### config.mk
export PLATFORM = sky130hd
export DESIGN_NAME = regfile_wb_arbiter
export DESIGN_NICKNAME = d
export VERILOG_FILES = /design/src/rtl/regfile_wb_arbiter_pkg.sv /design/src/rtl/regfile_scoreboard.sv /design/src/rtl/regfile_wb_arbiter.sv
export SDC_FILE = /design/constraint.sdc
export NUM_CORES = 1
export LEC_CHECK = 0
export CORE_ASPECT_RATIO = 1.25
export CORE_MARGIN = 4
export CORE_UTILIZATION = 25
export DETAILED_ROUTE_END_ITERATION = 16
export GPL_TIMING_DRIVEN = 0
export PLACE_DENSITY_LB_ADDON = 0.1
export RECOVER_POWER = 50
export SETUP_SLACK_MARGIN = 0.02
export SLEW_MARGIN = 20
export SYNTH_ARGS = -nofsm -noshare
export SYNTH_HDL_FRONTEND = slang
export SYNTH_HIERARCHICAL = 1
export SYNTH_SLANG_ARGS = --single-unit
### constraint.sdc
create_clock -name clk -period 2 [get_ports clk]
set_input_delay 0.3 -clock clk [delete_from_list [all_inputs] [get_ports clk]]
set_output_delay 0.3 -clock clk [all_outputs]
set_load 0.005 [all_outputs]
### src/rtl/regfile_wb_arbiter_pkg.sv
// Shared constants and types for the register-file writeback arbiter.
// Holds the address/data widths and the request payload format.
package regfile_wb_arbiter_pkg;

  localparam int unsigned REG_ADDR_W = 5;
  localparam int unsigned REG_DATA_W = 32;
  localparam int unsigned NUM_REGS   = 32;

  typedef logic [REG_ADDR_W-1:0] reg_addr_t;
  typedef logic [REG_DATA_W-1:0] reg_data_t;

  typedef struct packed {
    reg_addr_t addr;
    reg_data_t data;
  } wb_req_t;

  // Requester currently favoured by the round-robin pointer
  typedef enum logic {
    FAV_REQ0 = 1'b0,
    FAV_REQ1 = 1'b1
  } fav_e;

endpackage

### src/rtl/regfile_scoreboard.sv
// Pending-write scoreboard: one busy flag per architectural register.
// A set and a clear to the same register in one cycle leaves it set.
module regfile_scoreboard
  import regfile_wb_arbiter_pkg::*;
(
  input  logic                clk,
  input  logic                reset,
  input  logic                set_valid,
  input  logic [REG_ADDR_W-1:0] set_addr,
  input  logic                clr_valid,
  input  logic [REG_ADDR_W-1:0] clr_addr,
  output logic [NUM_REGS-1:0] busy_mask
);

  logic [NUM_REGS-1:0] busy_q;
  logic [NUM_REGS-1:0] busy_d;

  // Clear first so a same-cycle set overrides it; r0 never goes busy
  always_comb begin
    busy_d = busy_q;
    if (clr_valid) busy_d[clr_addr] = 1'b0;
    if (set_valid) busy_d[set_addr] = 1'b1;
    busy_d[0] = 1'b0;
  end

  always_ff @(posedge clk or posedge reset) begin
    if (reset) busy_q <= '0;
    else       busy_q <= busy_d;
  end

  assign busy_mask = busy_q;

endmodule

### src/rtl/regfile_wb_arbiter.sv
// Two-requester round-robin arbiter in front of the register-file write port.
// Winner is registered onto we3/a3/wd3 one cycle after the handshake.
module regfile_wb_arbiter
  import regfile_wb_arbiter_pkg::*;
(
  input  logic                  clk,
  input  logic                  reset,
  input  logic                  req0_valid,
  input  logic [REG_ADDR_W-1:0] req0_addr,
  input  logic [REG_DATA_W-1:0] req0_data,
  output logic                  req0_ready,
  input  logic                  req1_valid,
  input  logic [REG_ADDR_W-1:0] req1_addr,
  input  logic [REG_DATA_W-1:0] req1_data,
  output logic                  req1_ready,
  input  logic                  wb_hold,
  input  logic                  rsv_valid,
  input  logic [REG_ADDR_W-1:0] rsv_addr,
  output logic                  we3,
  output logic [REG_ADDR_W-1:0] a3,
  output logic [REG_DATA_W-1:0] wd3,
  output logic [NUM_REGS-1:0]   busy_mask
);

  fav_e      ptr_q, ptr_d;
  logic      we3_q, we3_d;
  reg_addr_t a3_q, a3_d;
  reg_data_t wd3_q, wd3_d;

  logic    gnt0, gnt1, xfer;
  wb_req_t xfer_req;

  // Grant, pointer update and next write-port contents
  always_comb begin
    gnt0     = 1'b0;
    gnt1     = 1'b0;
    xfer     = 1'b0;
    xfer_req = '0;
    ptr_d    = ptr_q;
    we3_d    = 1'b0;
    a3_d     = a3_q;
    wd3_d    = wd3_q;

    if (!reset && !wb_hold) begin
      if (req0_valid && (!req1_valid || ptr_q == FAV_REQ0)) gnt0 = 1'b1;
      else if (req1_valid)                                   gnt1 = 1'b1;
    end

    if (gnt0) begin
      xfer_req = '{addr: req0_addr, data: req0_data};
      ptr_d    = FAV_REQ1;
    end else if (gnt1) begin
      xfer_req = '{addr: req1_addr, data: req1_data};
      ptr_d    = FAV_REQ0;
    end

    xfer = gnt0 | gnt1;
    // Writes to r0 complete the handshake but never reach the register file
    if (xfer) begin
      we3_d = (xfer_req.addr != '0);
      a3_d  = xfer_req.addr;
      wd3_d = xfer_req.data;
    end
  end

  always_ff @(posedge clk or posedge reset) begin
    if (reset) begin
      ptr_q <= FAV_REQ0;
      we3_q <= 1'b0;
      a3_q  <= '0;
      wd3_q <= '0;
    end else begin
      ptr_q <= ptr_d;
      we3_q <= we3_d;
      a3_q  <= a3_d;
      wd3_q <= wd3_d;
    end
  end

  regfile_scoreboard u_scoreboard (
    .clk       (clk),
    .reset     (reset),
    .set_valid (rsv_valid),
    .set_addr  (rsv_addr),
    .clr_valid (xfer),
    .clr_addr  (xfer_req.addr),
    .busy_mask (busy_mask)
  );

  assign req0_ready = gnt0;
  assign req1_ready = gnt1;
  assign we3        = we3_q;
  assign a3         = a3_q;
  assign wd3        = wd3_q;

endmodule
==> results of run 1 <==
==> through the flow <==
| step | total power [mW] | area (um2) | setup TNS, ns | cells |
|---|---|---|---|---|
| final | 4.92 | 5350 | 0 | 621 |
| after floorplan | 2.31 | 3120 | 0 | 274 |
| after global placement | 3.25 | 4870 | -32.56 | 593 |
| after CTS | 5.01 | 5310 | 0 | 615 |
| after global routing | 5.19 | 5350 | 0 | 621 |
| after detailed placement | 3.26 | 4890 | -19.09 | 594 |
==> routing by layer <==
layer | up-vias | part of all wire | GRT usage
met4 | 0 | 0.015 | 0.0582
met3 | 15 | 0.076 | 0.0434
met2 | 127 | 0.47 | 0.253
met1 | 1475 | 0.44 | 0.213
met5 | - | 0 | 0
li1 | 1420 | - | -
==> timing repair <==
item                       4_1_cts  5_1_grt
buffers inserted                 6        7
gates resized for setup         24       10
setup endpoints to repair       33       21
hold buffers                     0        0
pin swaps                        3        4
==> final cells by class <==
class | count | area, um2
Buffer | 16 | 128
Clock buffer | 9 | 225
Clock inverter | 7 | 88.8
Fill cell | 1208 | 6820
Inverter | 3 | 11.3
Multi-Input combinational cell | 183 | 1290
Sequential cell | 70 | 1750
Tap cell | 164 | 205
Timing Repair Buffer | 169 | 1640
==> state kept, by name, summed over array words and instances, names as in the netlist <==
register	flops
wd3	32
u_scoreboard/busy_mask	31
a3	5
ptr_q	1
we3	1
==> worst max-delay path by stage <==
stage / slack (ns) / from / endpoint
final: 0.11 / ptr_q$_DFFE_PP0P_ / u_scoreboard/busy_mask[12]$_DFF_PP0_
after global routing: 0.03 / ptr_q$_DFFE_PP0P_ / u_scoreboard/busy_mask[4]$_DFF_PP0_
after CTS: 0.07 / ptr_q$_DFFE_PP0P_ / u_scoreboard/busy_mask[16]$_DFF_PP0_
after detailed placement: -0.66 / reset / u_scoreboard/busy_mask[17]$_DFF_PP0_
after global placement: -0.58 / reset / u_scoreboard/busy_mask[19]$_DFF_PP0_
after floorplan: 0.12 / ptr_q$_DFFE_PP0P_ / u_scoreboard/busy_mask[1]$_DFF_PP0_
==> cell usage after synthesis, types with 5 or more instances <==
master	count	area [um2]
and3_1	37	231
o21ai_1	36	180
clkbuf_1	7	26.3
buf_6	5	56.3
a221o_1	37	370
o21ai_0	27	135
dfrtp_1	70	1750
a21o_1	5	37.5
nand3b_1	10	75.1
==> cell families (layout without fill, tap and decap cells) <==
group,count (synthesis),count (layout),share of synthesized area
AND/OR/NAND/NOR,75,75,0.158
AO/OA/AOI/OAI,107,107,0.237
flip-flops,70,70,0.562
other,1,1,0.00120
buffers and inverters,21,204,0.0414
==> worst max-delay path, delay by kind of cell (launching register included) <==
kind / cells / cell delay, ns
compound gates: 3 / 0.46
simple gates: 3 / 0.89
flops: 1 / 0.41
==> where the power goes <==
part           internal [mW]  total (mW)  switching (mW)
sequential              1.72        1.89           0.167
clock                   1.08        1.69           0.610
combinational          0.861        1.34           0.474
==> qor.yml, run 1 <==
io_buffers: 155
dp_hpwl_um: 8380
grt_pass1_vias: 3147
numCtsBuffers: 9
reg2regPathDepth: 6
initial_core_util: 0.256
r2r-end: "u_scoreboard/busy_mask[12]$_DFF_PP0_"
coreArea_um2: 12200
path_cells: "nand2b_1, and3_4, a21o_1, or3b_4, o21ai_1, o21ai_1"
row_count: 45
htreeDepth: 3
slew_headroom: 0.208
drtPass1Iterations: 5
synth.distinct_cells: 27
timing.rr.start: "ptr_q$_DFFE_PP0P_"
track_usage: 0.161
slowest_stage: "or3b_4"
grt_max_degree: 32
syn_nets: 359
power_leakage_nw: 2.32
final_common_cell: "clkdlybuf4s50_1"
fin_ws_ns: 0.106
antennaDiodeCount: 0
grt_pass1_wl_um: 17800
drt-total-wl_um: 11600
dieArea_um2: 14300
grt_antenna_before_repair: 0
gp_congestion: 0.777
clockBufferDepth: 2
start_kind: "flip-flop"
drt_iter0_drc: 123
finalCriticalPeriod_ns: 1.89
final-setup-viol-count: 0
yosys_most_used_dff: "dfrtp_1"
slew_violations: 0
final_hold_viol_count: 0
power_density_nw_per_um2: 920
ys_seq_elements: 70
maxCapViolCount: 0
cp.required_ns: 2.21
yosys_warnings: 6
cp_max_fo: 14
clock_sinks: 70
crit_top_cell: "o21ai_1"
fmax_mhz: 528
place_ws_ns: -0.657
viasPerCell: 4.89
nets: 537
ir_drop_mv: 0.441
via_count: 3037
period_share: 0.947
outcome: "finished, final reports clean"
tritoncts: "done"
hp-class: "in2async"
reg2reg_slack_ns: 0.11
yosysSeqAreaShare: 0.562
synth_edf_count: 0
synthToLayoutAreaGrowth_pct: 71.6
drive_gt1_frac: 0.125
dieWidth_um: 108
postSynthAreaPerCell_um2: 11.4
max_stage_delay_ns: 0.48
endpoint_kind: "flip-flop"
clk_latency_ns: 0.33
skew_ns: 0.00421
synthArstFlopShare: 1.00
tightestPinTransition_ns: 1.19
syn_area_um2: 3120
path_clk_slew_ns: 0.06
final_util: 0.440
drc: 0
crit_arrival_ns: 2.10
rsz0062_at_grt: "no"
antenna_left: 0
cts-root-buf: "clkbuf_16"
fin_hold_ws_ns: 0.209
boundaryPins: 157
die_h_um: 133
synthCells: 274
final_cell_mix: "123 x clkdlybuf4s50_1, 70 x dfrtp_1, 37 x a221o_1"
worst-setup-path-type: "reg2reg"
grt-ovfl-total: 0
wl_per_cell_um: 18.7
No activity file was read; power rests on OpenSTA's default activity.
==> run 2, diff against run 1 <==
- CORE_MARGIN: 4 -> not set
- CTS_CLUSTER_DIAMETER: not set -> 100
==> qor.yml, run 2 (synthesis gave the netlist of run 1 again) <==
outcome: "finished, final reports clean"  # unchanged
period_share: 0.972  # was 0.947
power_density_nw_per_um2: 923  # was 920 nW/um2
setup_tns_ns: 0  # unchanged
via_count: 3021  # was 3,037
grt_max_degree: 32  # unchanged
antennaDiodeCount: 0  # unchanged
wl_per_cell_um: 18.3  # was 18.7 um
drt-total-wl_um: 11300  # was 11,600 um
clk_latency_ns: 0.33  # about the same
final_cell_mix: "126 x clkdlybuf4s50_1, 70 x dfrtp_1, 37 x o21ai_1, 37 x a221o_1, 35 x and3_1"  # was 123 x clkdlybuf4s50_1, 70 x dfrtp_1, 37 x a221o_1
clockBufferDepth: 2  # unchanged
cp_max_fo: 17  # was 14
reg2reg_slack_ns: 0.06  # was 0.11 ns
reg2regPathDepth: 7  # was 6
slew_violations: 0  # unchanged
r2r-end: "u_scoreboard/busy_mask[4]$_DFF_PP0_"  # was u_scoreboard/busy_mask[12]$_DFF_PP0_
final_common_cell: "clkdlybuf4s50_1"  # unchanged
endpoint_kind: "flip-flop"  # unchanged
die_h_um: 127  # was 133 um
route.met2.wl_um: 5320  # was 5510 um
io_buffers: 155  # unchanged
drt_iter0_drc: 116  # was 123
hp-class: "in2async"  # unchanged
final_hold_viol_count: 0  # unchanged
tightestPinTransition_ns: 1.23  # was 1.19 ns
dieArea_um2: 12900  # was 14,300 um2
nets: 535  # was 537
finalCriticalPeriod_ns: 1.94  # was 1.89 ns
crit_arrival_ns: 2.15  # was 2.10 ns
drtPass1Iterations: 4  # was 5
highest_layer: "met4"  # unchanged
skew_ns: 0.00439  # was 0.00421 ns
synthToLayoutAreaGrowth_pct: 72.6  # was 71.6%
numCtsBuffers: 9  # unchanged
drt-met1-wl_um: 4920  # was 5070 um
gp_congestion: 0.777  # unchanged
worst-setup-path-type: "reg2reg"  # unchanged
cts-root-buf: "clkbuf_16"  # unchanged
timing.rr.start: "ptr_q$_DFFE_PP0P_"  # unchanged
grt_antenna_before_repair: 0  # unchanged
slew_headroom: 0.177  # was 0.208
cp.required_ns: 2.20  # was 2.21 ns
maxCapViolCount: 0  # unchanged
drc: 0  # unchanged
grt_pass1_wl_um: 17900  # was 17,800 um
fin_ws_ns: 0.0569  # was 0.106 ns
grt_pass1_vias: 3268  # was 3,147
dieWidth_um: 102  # was 108 um
dp_hpwl_um: 7930  # was 8380 um
rsz0062_at_grt: "no"  # unchanged
viasPerCell: 4.88  # was 4.89
boundaryPins: 157  # unchanged
coreArea_um2: 12200  # unchanged
path_clk_slew_ns: 0.06  # about the same
largest_register_ffs: 32  # unchanged
fill_cells: 1213  # was 1,208
place_ws_ns: -0.642  # was -0.657 ns
dr_wl_met3_um: 942  # was 878 um
start_kind: "flip-flop"  # unchanged
initial_core_util: 0.256  # unchanged
clock_sinks: 70  # unchanged
grt-ovfl-total: 0  # unchanged
place_area_um2: 4890  # unchanged
row_count: 45  # unchanged
antenna_left: 0  # unchanged
tritoncts: "done"  # unchanged
power_leakage_nw: 2.30  # was 2.32 nW
drive_gt1_frac: 0.127  # was 0.125
ir_drop_mv: 0.411  # was 0.441 mV
fmax_mhz: 515  # was 528 MHz
final-setup-viol-count: 0  # unchanged
final_area_um2: 5380  # was 5350 um2
htreeDepth: 3  # unchanged
track_usage: 0.183  # was 0.161
run 2: cell count changes in the layout (fill, tap and decap cells not counted), sizes merged:
cell	before	now
clkinvlp	0	2
dlymetal6s2s	0	1
dlygate4sd2	6	3
buf	19	18
clkdlybuf4s50	123	126
dlygate4sd3	26	23
clkinv	5	2
clkdlybuf4s15	0	2
run 2: stage by stage:
step | instances | utilization | hold WS (ns) | total power, mW
floorplan | 274 | - | 0.396 | 2.31
global placement | 593 | 0.401 | 0.476 | 3.24
detailed placement | 594 | 0.402 | 0.489 | 3.25
CTS | 614 | 0.437 | 0.179 | 5.04
global route | 619 | 0.442 | 0.277 | 5.24
finish | 619 | 0.442 | 0.210 | 4.97
run 2: repair_timing:
item | CTS | global route
hold buffers | 0 | 0
gates resized for setup | 25 | 20
cloned | 0 | 0
endpoints found under the hold margin | 0 | 0
endpoints found under the setup margin | 33 | 32
buffers inserted | 5 | 6
pin swaps | 3 | 6
run 2: critical path, cell delays in order, from the launching register on:
cell      delay, ns
dfrtp_1        0.40
nand2b_1       0.15
and3_4         0.19
buf_12         0.15
a21o_4         0.24
or3b_4         0.45
o21ai_2        0.16
o21ai_1        0.07
run 2: worst max-delay path by stage:
stage                            startpoint                                    to  slack, ns  depth (start not counted)
after global placement                reset  u_scoreboard/busy_mask[19]$_DFF_PP0_      -0.59                          8
after detailed placement              reset  u_scoreboard/busy_mask[18]$_DFF_PP0_      -0.64                          8
after global routing      ptr_q$_DFFE_PP0P_  u_scoreboard/busy_mask[11]$_DFF_PP0_       0.01                          7
final                     ptr_q$_DFFE_PP0P_   u_scoreboard/busy_mask[4]$_DFF_PP0_       0.06                          7
after CTS                        req0_valid  u_scoreboard/busy_mask[11]$_DFF_PP0_       0.02                          8
after floorplan           ptr_q$_DFFE_PP0P_   u_scoreboard/busy_mask[1]$_DFF_PP0_       0.12                          8
run 2: metal layers:
metal | track usage | vias to the layer above
li1 | - | 1419
met1 | 0.229 | 1462
met2 | 0.297 | 127
met3 | 0.0556 | 13
met4 | 0.0622 | 0
met5 | 0 | -
run 2: cell type report:
class                      instances  area, um2  area share
tap                              164        205      0.0382
inverter                           3       11.3     0.00209
timing repair buffer             167       1640       0.305
multi-input combinational        183       1320       0.246
buffer                            16        124      0.0230
sequential                        70       1750       0.326
clock inverter                     6       85.1      0.0158
clock buffer                      10        239      0.0444
run 2: power breakdown:
part | total, mW | internal [mW] | leakage [nW] | switching [mW]
combinational | 1.34 | 0.870 | 1.31 | 0.473
sequential | 1.88 | 1.72 | 0.842 | 0.166
clock | 1.74 | 1.12 | 0.154 | 0.617
==> run 3, diff against run 2 <==
- CORE_UTILIZATION: 25 -> 36
==> qor.yml, run 3 (synthesis gave the netlist of run 1 again) <==
grt_antenna_before_repair: 0  # unchanged
slew_violations: 0  # unchanged
drtPass1Iterations: 4  # unchanged
finalCriticalPeriod_ns: 1.89  # was 1.94 ns
htreeDepth: 3  # unchanged
coreArea_um2: 8330  # was 12,200 um2
final-setup-viol-count: 0  # unchanged
r2r-end: "u_scoreboard/busy_mask[16]$_DFF_PP0_"  # was u_scoreboard/busy_mask[4]$_DFF_PP0_
power.internal_mw: 3.46  # was 3.71 mW
final_common_cell: "clkdlybuf4s50_1"  # unchanged
placed_cells: 527  # was 594
final_cell_mix: "123 x clkdlybuf4s50_1, 70 x dfrtp_1, 38 x o21ai_1"  # was 126 x clkdlybuf4s50_1, 70 x dfrtp_1, 37 x o21ai_1, 37 x a221o_1, 35 x and3_1
outcome: "finished, final reports clean"  # unchanged
reg2regPathDepth: 8  # was 7
p_seq_frac: 0.403  # was 0.380
dieArea_um2: 9030  # was 12,900 um2
p_total_mw: 4.65  # was 4.97 mW
dieWidth_um: 85.2  # was 102 um
die_h_um: 106  # was 127 um
synthToLayoutAreaGrowth_pct: 67.6  # was 72.6%
fmax_mhz: 530  # was 515 MHz
numCtsBuffers: 9  # unchanged
cp_max_fo: 9  # was 17
clockBufferDepth: 2  # unchanged
drive_gt1_frac: 0.124  # was 0.127
rsz0062_at_grt: "no"  # unchanged
nets: 540  # was 535
path_clk_slew_ns: 0.08  # was 0.06 ns
wl_per_cell_um: 18.3  # about the same
grt-ovfl-total: 0  # unchanged
cts_hold_buffers: 0  # unchanged
tritoncts: "done"  # unchanged
drc: 0  # unchanged
crit_arrival_ns: 2.11  # was 2.15 ns
reg2reg_slack_ns: 0.11  # was 0.06 ns
p_switching_mw: 1.20  # was 1.25 mW
grt_max_degree: 32  # unchanged
via_count: 3020  # was 3,021
tightestPinTransition_ns: 1.17  # was 1.23 ns
cp.required_ns: 2.22  # was 2.20 ns
boundaryPins: 157  # unchanged
endpoint_kind: "flip-flop"  # unchanged
stdcell_count: 557  # was 619
gp_congestion: 0.811  # was 0.777
ir_drop_mv: 0.567  # was 0.411 mV
row_count: 37  # was 45
final_hold_viol_count: 0  # unchanged
track_usage: 0.228  # was 0.183
io_buffers: 155  # unchanged
fin_hold_ws_ns: 0.136  # was 0.210 ns
drt-total-wl_um: 10200  # was 11,300 um
clock_sinks: 70  # unchanged
switching_share: 0.257  # was 0.253
p_clk_frac: 0.311  # was 0.350
cts-root-buf: "clkbuf_8"  # was clkbuf_16
power_density_nw_per_um2: 891  # was 923 nW/um2
grt_pass1_vias: 3014  # was 3,268
slew_headroom: 0.218  # was 0.177
antennaDiodeCount: 0  # unchanged
viasPerCell: 5.42  # was 4.88
dp_hpwl_um: 7230  # was 7930 um
skew_ns: 0.0100  # was 0.00439 ns
drt_iter0_drc: 148  # was 116
clk_latency_ns: 0.35  # was 0.33 ns
power_frac_comb: 0.285  # was 0.270
timing.rr.start: "ptr_q$_DFFE_PP0P_"  # unchanged
maxCapViolCount: 0  # unchanged
start_kind: "flip-flop"  # unchanged
largest_register_ffs: 32  # unchanged
period_share: 0.944  # was 0.972
worst-setup-path-type: "reg2reg"  # unchanged
hp-class: "in2async"  # unchanged
grt_pass1_wl_um: 15900  # was 17,900 um
antenna_left: 0  # unchanged
power_leakage_nw: 2.33  # was 2.30 nW
initial_core_util: 0.374  # was 0.256
-- run 3: cell count changes in the layout (fill, tap and decap cells not counted), sizes merged, moves of 2 or more --
cell and change:
dlygate4sd3 +3, inv +2, clkdlybuf4s50 -3, clkdlybuf4s15 -2
clkinvlp -2, buf +4, clkbuf +2, dlymetal6s2s +2
-- run 3: timing repair --
| action | in CTS | in global routing |
|---|---|---|
| buffers inserted | 9 | 5 |
| setup endpoints to repair | 33 | 31 |
| cloned | 0 | 1 |
| pin swaps | 2 | 2 |
| gates resized for setup | 19 | 13 |
-- run 3: worst max-delay path by stage --
stage | startpoint | cells past startpoint | to | slack [ns]
final | ptr_q$_DFFE_PP0P_ | 8 | u_scoreboard/busy_mask[16]$_DFF_PP0_ | 0.11
after global routing | ptr_q$_DFFE_PP0P_ | 8 | u_scoreboard/busy_mask[28]$_DFF_PP0_ | 0.02
after CTS | req0_valid | 6 | req0_ready | 0.007
after detailed placement | reset | 8 | u_scoreboard/busy_mask[5]$_DFF_PP0_ | -0.60
after global placement | reset | 8 | u_scoreboard/busy_mask[9]$_DFF_PP0_ | -0.50
after floorplan | ptr_q$_DFFE_PP0P_ | 8 | u_scoreboard/busy_mask[1]$_DFF_PP0_ | 0.12
-- run 3: layer usage --
metal  up-vias  track usage  share of wire
met2       117        0.399           0.52
met4         0       0.0896          0.014
li1       1428            -              -
met3        12       0.0497          0.067
met5         -            0              0
met1      1463        0.270           0.40
-- run 3: critical path, cell delays in order (launching register included) --
cell,delay (ns)
dfrtp_1,0.35
buf_4,0.12
nand2_1,0.07
buf_6,0.15
and3_1,0.19
a21o_1,0.19
or3b_4,0.46
o21ai_1,0.14
o21ai_1,0.08
-- run 3: power groups by stage --
stage	sequential (mW)	combinational, mW	clock (mW)
2_1_floorplan	1.92	0.398	0
3_3_place_gp	1.89	1.31	0
3_5_place_dp	1.90	1.33	0
4_1_cts	1.88	1.37	1.47
5_1_grt	1.91	1.43	1.55
6_report	1.88	1.33	1.45
-- run 3: layout make-up --
cell class                      count  area, um2
Clock inverter                      6        116
Clock buffer                       10        138
Multi-Input combinational cell    183       1280
Sequential cell                    70       1750
Timing Repair Buffer              171       1660
Buffer                             17        148
Tap cell                           97        121
Inverter                            3       11.3
Fill cell                         685       3110
-- run 3: per-stage QoR --
stage               TNS (ns)  cell area (um2)   util  setup WS, ns
global route               0             5220  0.627        0.0217
global placement      -25.42             4790  0.575        -0.501
floorplan                  0             3120      -         0.120
finish                     0             5220  0.627         0.113
detailed placement    -17.60             4810  0.577        -0.599
CTS                        0             5180  0.621       0.00658
